## src/rtl/spmv_row_feeder.sv

```systemverilog
// CSR row feeder: walks a row-pointer stream, emits per-row non-zero counts,
// and pairs each matrix value with its vector element fetched from RAM.
//
// state  | meaning
// IDLE   | waiting for cfg_start
// BASE   | taking row_ptr[0] as the first row base
// NEXT   | taking row_ptr[i+1], computing nnz for row i
// STREAM | forwarding the nnz elements of the current row
// DONE   | job finished, waiting for cfg_start
module spmv_row_feeder #(
  parameter int VEC_AW = 16
) (
  input  logic              clk,
  input  logic              rstn,
  input  logic              cfg_start,
  input  logic [31:0]       cfg_num_rows,
  output logic              busy,
  output logic              done,
  output logic              err,
  input  logic [31:0]       S_AXIS_ROWPTR_tdata,
  input  logic              S_AXIS_ROWPTR_tvalid,
  output logic              S_AXIS_ROWPTR_tready,
  input  logic [95:0]       S_AXIS_ELEM_tdata,
  input  logic              S_AXIS_ELEM_tvalid,
  output logic              S_AXIS_ELEM_tready,
  output logic              vec_rd_en,
  output logic [VEC_AW-1:0] vec_rd_addr,
  input  logic [63:0]       vec_rd_data,
  output logic [63:0]       M_AXIS_A_tdata,
  output logic              M_AXIS_A_tvalid,
  input  logic              M_AXIS_A_tready,
  output logic [63:0]       M_AXIS_B_tdata,
  output logic              M_AXIS_B_tvalid,
  input  logic              M_AXIS_B_tready,
  output logic [31:0]       M_AXIS_TIMES_tdata,
  output logic              M_AXIS_TIMES_tvalid,
  input  logic              M_AXIS_TIMES_tready
);

  typedef enum logic [2:0] {S_IDLE, S_BASE, S_NEXT, S_STREAM, S_DONE} state_t;

  state_t       state_q, state_d;
  logic [31:0]  rows_left_q, rows_left_d;
  logic [31:0]  prev_ptr_q, prev_ptr_d;
  logic [31:0]  remaining_q, remaining_d;
  logic [31:0]  times_q, times_d;
  logic         times_vld_q, times_vld_d;
  logic         done_q, done_d;
  logic         err_q, err_d;
  logic         rd_pend_q, rd_pend_d;
  logic [63:0]  rd_val_q, rd_val_d;
  logic [127:0] pbuf_q [2];
  logic [127:0] pbuf_d [2];
  logic         wr_ptr_q, wr_ptr_d;
  logic         rd_ptr_q, rd_ptr_d;
  logic [1:0]   cnt_q, cnt_d;
  logic         sent_a_q, sent_a_d;
  logic         sent_b_q, sent_b_d;

  logic         rp_hs, el_hs, a_hs, b_hs, t_hs, pop, col_oob;
  logic [2:0]   slots_used;
  logic [31:0]  nnz;

  // Handshakes, stream outputs and buffer occupancy seen by the element port.
  always_comb begin
    busy                 = (state_q == S_BASE) || (state_q == S_NEXT) || (state_q == S_STREAM);
    done                 = done_q;
    err                  = err_q;
    S_AXIS_ROWPTR_tready = ((state_q == S_BASE) || (state_q == S_NEXT)) && !times_vld_q;
    M_AXIS_A_tvalid      = (cnt_q != 2'd0) && !sent_a_q;
    M_AXIS_B_tvalid      = (cnt_q != 2'd0) && !sent_b_q;
    M_AXIS_A_tdata       = pbuf_q[rd_ptr_q][127:64];
    M_AXIS_B_tdata       = pbuf_q[rd_ptr_q][63:0];
    M_AXIS_TIMES_tvalid  = times_vld_q;
    M_AXIS_TIMES_tdata   = times_q;
    a_hs                 = M_AXIS_A_tvalid && M_AXIS_A_tready;
    b_hs                 = M_AXIS_B_tvalid && M_AXIS_B_tready;
    t_hs                 = M_AXIS_TIMES_tvalid && M_AXIS_TIMES_tready;
    rp_hs                = S_AXIS_ROWPTR_tvalid && S_AXIS_ROWPTR_tready;
    pop                  = (cnt_q != 2'd0) && (sent_a_q || a_hs) && (sent_b_q || b_hs);
    // A pair leaving this cycle frees its slot for the element accepted now.
    slots_used           = {1'b0, cnt_q} + {2'b00, rd_pend_q} - {2'b00, pop};
    S_AXIS_ELEM_tready   = (state_q == S_STREAM) && (remaining_q != 32'd0) && (slots_used < 3'd2);
    el_hs                = S_AXIS_ELEM_tvalid && S_AXIS_ELEM_tready;
    vec_rd_en            = el_hs;
    vec_rd_addr          = S_AXIS_ELEM_tdata[64 +: VEC_AW];
    col_oob              = (S_AXIS_ELEM_tdata[95:64] >> VEC_AW) != 32'd0;
  end

  // Next-state logic for the row walker, TIMES register and pair buffer.
  always_comb begin
    state_d     = state_q;
    rows_left_d = rows_left_q;
    prev_ptr_d  = prev_ptr_q;
    remaining_d = remaining_q;
    times_d     = times_q;
    times_vld_d = times_vld_q;
    done_d      = done_q;
    err_d       = err_q;
    rd_pend_d   = el_hs;
    rd_val_d    = el_hs ? S_AXIS_ELEM_tdata[63:0] : rd_val_q;
    pbuf_d      = pbuf_q;
    wr_ptr_d    = wr_ptr_q;
    rd_ptr_d    = rd_ptr_q;
    sent_a_d    = sent_a_q;
    sent_b_d    = sent_b_q;
    nnz         = 32'd0;

    if (t_hs) times_vld_d = 1'b0;
    if (el_hs && col_oob) err_d = 1'b1;

    case (state_q)
      S_IDLE, S_DONE: begin
        if (cfg_start) begin
          err_d       = 1'b0;
          done_d      = 1'b0;
          rows_left_d = cfg_num_rows;
          if (cfg_num_rows == 32'd0) begin
            state_d = S_DONE;
            done_d  = 1'b1;
          end else begin
            state_d = S_BASE;
          end
        end
      end
      S_BASE: begin
        if (rp_hs) begin
          prev_ptr_d = S_AXIS_ROWPTR_tdata;
          state_d    = S_NEXT;
        end
      end
      S_NEXT: begin
        if (rp_hs) begin
          // A decreasing pointer is corrupt input: flag it and skip the row.
          if (S_AXIS_ROWPTR_tdata < prev_ptr_q) err_d = 1'b1;
          else nnz = S_AXIS_ROWPTR_tdata - prev_ptr_q;
          prev_ptr_d  = S_AXIS_ROWPTR_tdata;
          times_d     = nnz;
          times_vld_d = 1'b1;
          remaining_d = nnz;
          state_d     = S_STREAM;
        end
      end
      S_STREAM: begin
        if (el_hs) remaining_d = remaining_q - 32'd1;
        if ((remaining_q == 32'd0) && (!times_vld_q || t_hs)) begin
          if (rows_left_q != 32'd1) begin
            rows_left_d = rows_left_q - 32'd1;
            state_d     = S_NEXT;
          end else if ((cnt_q == 2'd0) && !rd_pend_q) begin
            // The last row finishes only once all of its pairs have drained.
            state_d = S_DONE;
            done_d  = 1'b1;
          end
        end
      end
      default: state_d = S_IDLE;
    endcase

    if (rd_pend_q) begin
      pbuf_d[wr_ptr_q] = {rd_val_q, vec_rd_data};
      wr_ptr_d         = ~wr_ptr_q;
    end
    if (pop) begin
      rd_ptr_d = ~rd_ptr_q;
      sent_a_d = 1'b0;
      sent_b_d = 1'b0;
    end else begin
      sent_a_d = sent_a_q || a_hs;
      sent_b_d = sent_b_q || b_hs;
    end
    cnt_d = cnt_q + {1'b0, rd_pend_q} - {1'b0, pop};
  end

  // State register; reset discards any in-flight read and buffered pairs.
  always_ff @(posedge clk or negedge rstn) begin
    if (!rstn) begin
      state_q     <= S_IDLE;
      rows_left_q <= '0;
      prev_ptr_q  <= '0;
      remaining_q <= '0;
      times_q     <= '0;
      times_vld_q <= 1'b0;
      done_q      <= 1'b0;
      err_q       <= 1'b0;
      rd_pend_q   <= 1'b0;
      rd_val_q    <= '0;
      pbuf_q[0]   <= '0;
      pbuf_q[1]   <= '0;
      wr_ptr_q    <= 1'b0;
      rd_ptr_q    <= 1'b0;
      cnt_q       <= '0;
      sent_a_q    <= 1'b0;
      sent_b_q    <= 1'b0;
    end else begin
      state_q     <= state_d;
      rows_left_q <= rows_left_d;
      prev_ptr_q  <= prev_ptr_d;
      remaining_q <= remaining_d;
      times_q     <= times_d;
      times_vld_q <= times_vld_d;
      done_q      <= done_d;
      err_q       <= err_d;
      rd_pend_q   <= rd_pend_d;
      rd_val_q    <= rd_val_d;
      pbuf_q      <= pbuf_d;
      wr_ptr_q    <= wr_ptr_d;
      rd_ptr_q    <= rd_ptr_d;
      cnt_q       <= cnt_d;
      sent_a_q    <= sent_a_d;
      sent_b_q    <= sent_b_d;
    end
  end

endmodule

```

## config.mk

```make
export PLATFORM = sky130hd
export DESIGN_NAME = spmv_row_feeder
export DESIGN_NICKNAME = d
export VERILOG_FILES = /design/src/rtl/spmv_row_feeder.sv
export SDC_FILE = /design/constraint.sdc
export NUM_CORES = 1
export LEC_CHECK = 0
export ABC_AREA = 1
export CORE_MARGIN = 5
export CORE_UTILIZATION = 55
export CTS_BUF_LIST = sky130_fd_sc_hd__clkbuf_2
export CTS_CLUSTER_SIZE = 14
export DETAILED_ROUTE_END_ITERATION = 16
export PLACE_DENSITY = 0.83
export SLEW_MARGIN = 30
export SYNTH_ARGS = -nofsm -noshare
export SYNTH_HDL_FRONTEND = slang
export SYNTH_SLANG_ARGS = --single-unit
```

## constraint.sdc

```tcl
create_clock -name clk -period 3.7 [get_ports clk]
set_input_delay 0.37 -clock clk [delete_from_list [all_inputs] [get_ports clk]]
set_output_delay 0.37 -clock clk [all_outputs]
set_load 0.05 [all_outputs]
```

==> impl_metrics.toml <==
[logic_synthesis]
synth_cell_types = 40
ys.warnings.count = 0
ys.flop_type = "dfrtp_1"
synthCells = 3171
synth-edff-count = 0
syn-num-nets = 3442
async_flop_share_pct = 100
synth_area_per_cell_um2 = 7.40
yosysSeqAreaShare_pct = 49.2
ys_seq_elements = 461
syn_area_mm2 = 0.0235

[sta]
period_needed_ns = 4.12
setup_ws_ns = -0.418
rsz0062_at_grt = "yes"
tightest_slew_ns = 0.825
fin_hold_ws_ns = 0.262
post-route-period-util_pct = 111
setup_viol = 2
clock_skew_ns = 0.102
fmax_ghz = 0.243
drv_slew = 0
hold_viol = 0
slew_headroom_pct = 45.0

[global_route]
antenna_found_initial = 5
grt_overflow = 0
grt_pass1_vias = 23437
grtUsageTotal_pct = 31.2
grt_max_degree = 130
grt_pass1_wl_um = 120000

[clock_tree]
htreeDepth = 3
clock_path_buffers = 3
cts_buffers = 116
clk_latency_ns = 1.12
cts.reportedPaths.clkPinSlew_ns = 0.10
cts_sinks = 461
cts_tree = "done"
cts_root_buffer = "clkbuf_2"

[routing]
drt_wl_total_um = 74700
antenna_left = 0
drtPass1Iterations = 6
wl_per_cell_um = 17.1
drc = 0
vias = 23507
via_per_inst = 5.37
drt_iter0_markers = 2387

[setup_path]
crit_path_start_kind = "flop"
required_ns = 3.33
end_kind = "output pin"
worstPathArrival_ns = 3.75
path_class = "flop to output pin"
critPathMaxFanout = 3

[power_and_ir_drop]
p_leak_uw = 0.0161
peakVddDrop_v = 0.000727
powerDensity_mw_per_mm2 = 930

[floorplanning]
fp-row-count = 75
placeableCoreArea_mm2 = 0.0420
start_util_pct = 55.8
fp.dieW_um = 217
die_h_um = 217
die-area_mm2 = 0.0469
io_pins = 417

[min_path]
hold_class = "primary input to flop"

[placed_design]
placedInstanceArea_mm2 = 0.0277
port_buffers = 384
dp_hpwl_um = 47900
place.gp.congestion = 0.938

[status]
status = "finished, violations left"
violations = "setup timing"

[layout]
drive_above_1_share_pct = 7.19
area_growth_pct = 31.0
num-nets-final = 4034
fillers = 3120
final_area_mm2 = 0.0307
regArea_mm2 = 0.0115
multiInputGateArea_mm2 = 0.00999

[flow_run]
cap_violations = 0
-- state kept, by name, summed over array words and instances, names as in the netlist --
signal	flops
wr_ptr_q	1
pbuf_q	256
M_AXIS_TIMES_tdata	32
cnt_q	2
rd_pend_q	1
M_AXIS_TIMES_tvalid	1
sent_a_q	1
sent_b_q	1
done	1
rows_left_q	32
remaining_q	32
prev_ptr_q	32
err	1
rd_val_q	64
rd_ptr_q	1
state_q	3
-- worst paths after layout --
path	from	endpoint	slack (ns)	cells past startpoint
max	cnt_q[0]	vec_rd_en	-0.42	14
min	S_AXIS_ELEM_tdata[90]	err	0.26	7
max reg2reg	cnt_q[0]	remaining_q[0]	0.19	18
min reg2reg	pbuf_q[202]	pbuf_q[202]	0.49	2
max in group asynchronous	rstn	pbuf_q[126]	2.54	4
min in group asynchronous	rstn	pbuf_q[114]	0.54	4
-- area by class of cell --
class | instances | share of cell area [%]
clock buffers | 171 | 2.78
clock inverters | 20 | 0.281
well taps | 539 | 2.19
inverters | 336 | 4.14
repair buffers | 631 | 20.5
multi-input cells | 2217 | 32.5
diodes | 5 | 0.0407
flip-flops and latches | 461 | 37.5
-- cells in the mapped netlist (all sizes together) (2+ instances only) --
library cell | instances | area share (%)
nor4 | 14 | 0.37
fa | 2 | 0.17
xnor2 | 7 | 0.26
clkbuf | 108 | 1.7
nand3b | 3 | 0.096
nor3b | 2 | 0.064
inv | 336 | 5.4
o21bai | 5 | 0.16
or2 | 14 | 0.37
and2 | 2 | 0.053
nor2 | 167 | 2.9
a21oi | 57 | 1.3
xor2 | 30 | 1.1
nand4 | 17 | 0.52
buf | 49 | 1.4
o21ai | 451 | 9.7
a31oi | 5 | 0.13
dfrtp | 461 | 49
nand2 | 1291 | 21
nor3 | 19 | 0.41
ha | 37 | 2.0
nand3 | 89 | 1.9
-- stage by stage --
step | setup WS, ns | total power, uW | TNS [ns] | util (%) | std cells
floorplan | 0.352 | 19800 | 0 | - | 3171
global placement | 0.198 | 24600 | 0 | 65.9 | 3976
CTS | -0.511 | 28200 | -0.866 | 72.9 | 4372
global route | -0.612 | 30700 | -1.09 | 73.1 | 4378
finish | -0.418 | 28600 | -0.673 | 73.1 | 4380
detailed placement | 0.0361 | 25100 | 0 | 65.9 | 3976
-- cell usage in the layout (no fill, tap or decap), types with 4 or more instances in the layout --
master / n
nand2_1: 1287
dfrtp_1: 460
o21ai_0: 424
inv_1: 329
clkdlybuf4s50_1: 289
dlygate4sd3_1: 197
clkbuf_2: 171
nor2_1: 157
nand3_1: 88
dlygate4sd2_1: 85
a21oi_1: 53
buf_4: 37
ha_1: 36
xor2_1: 30
o21ai_1: 23
nor3_1: 18
nand4_1: 16
clkinv_1: 16
nor4_1: 14
or2_2: 12
buf_12: 12
xnor2_1: 7
dlymetal6s2s_1: 7
diode_2: 5
nor2_4: 5
nor2_2: 5
o21bai_1: 5
a31oi_1: 5
nand2_4: 4
inv_2: 4
o21ai_2: 4
-- what timing repair did --
action | in CTS | in global routing
resized for setup | 97 | 11
pin swaps | 6 | 4
hold buffers | 198 | 0
endpoints found under the setup margin | 98 | 9
hold endpoints to repair | 678 | 0
cloned | 0 | 1
setup buffers | 7 | 2
-- metal layers --
metal  routed length, um  GRT usage (%)  vias to the layer above
met5                  13              0                        -
li1                    -              -                    11129
met4                3350           15.1                        2
met2               36200           52.0                     1099
met3                5440           5.75                      238
met1               29800           39.4                    11039
-- power breakdown --
group	total [uW]	internal, uW	leakage, uW	switching, uW
sequential	8800	7390	0.00559	1410
clock	3280	1210	0.000752	2070
combinational	16500	4980	0.00979	11500
total	28600	13600	0.0161	15000
-- kinds of logic after synthesis --
family | share of synthesized area, %
AND/OR/NAND/NOR | 27.4
AO/OA/AOI/OAI | 11.4
buffers and inverters | 8.53
flip-flops | 49.2
adder cells (fa/ha/maj) | 2.14
XOR/XNOR | 1.38
-- critical path: stages, from the launching register on --
cell	delay, ns
dfrtp_1	0.43
nor2_4	0.17
inv_4	0.07
a21oi_4	0.15
nor3_2	0.06
ha_1	0.28
inv_1	0.04
ha_2	0.17
fa_1	0.48
a21oi_2	0.13
o21ai_1	0.07
nor2_1	0.16
nand3_2	0.17
inv_4	0.15
buf_12	0.15
Note: power is estimated with default switching activity, not from simulation.
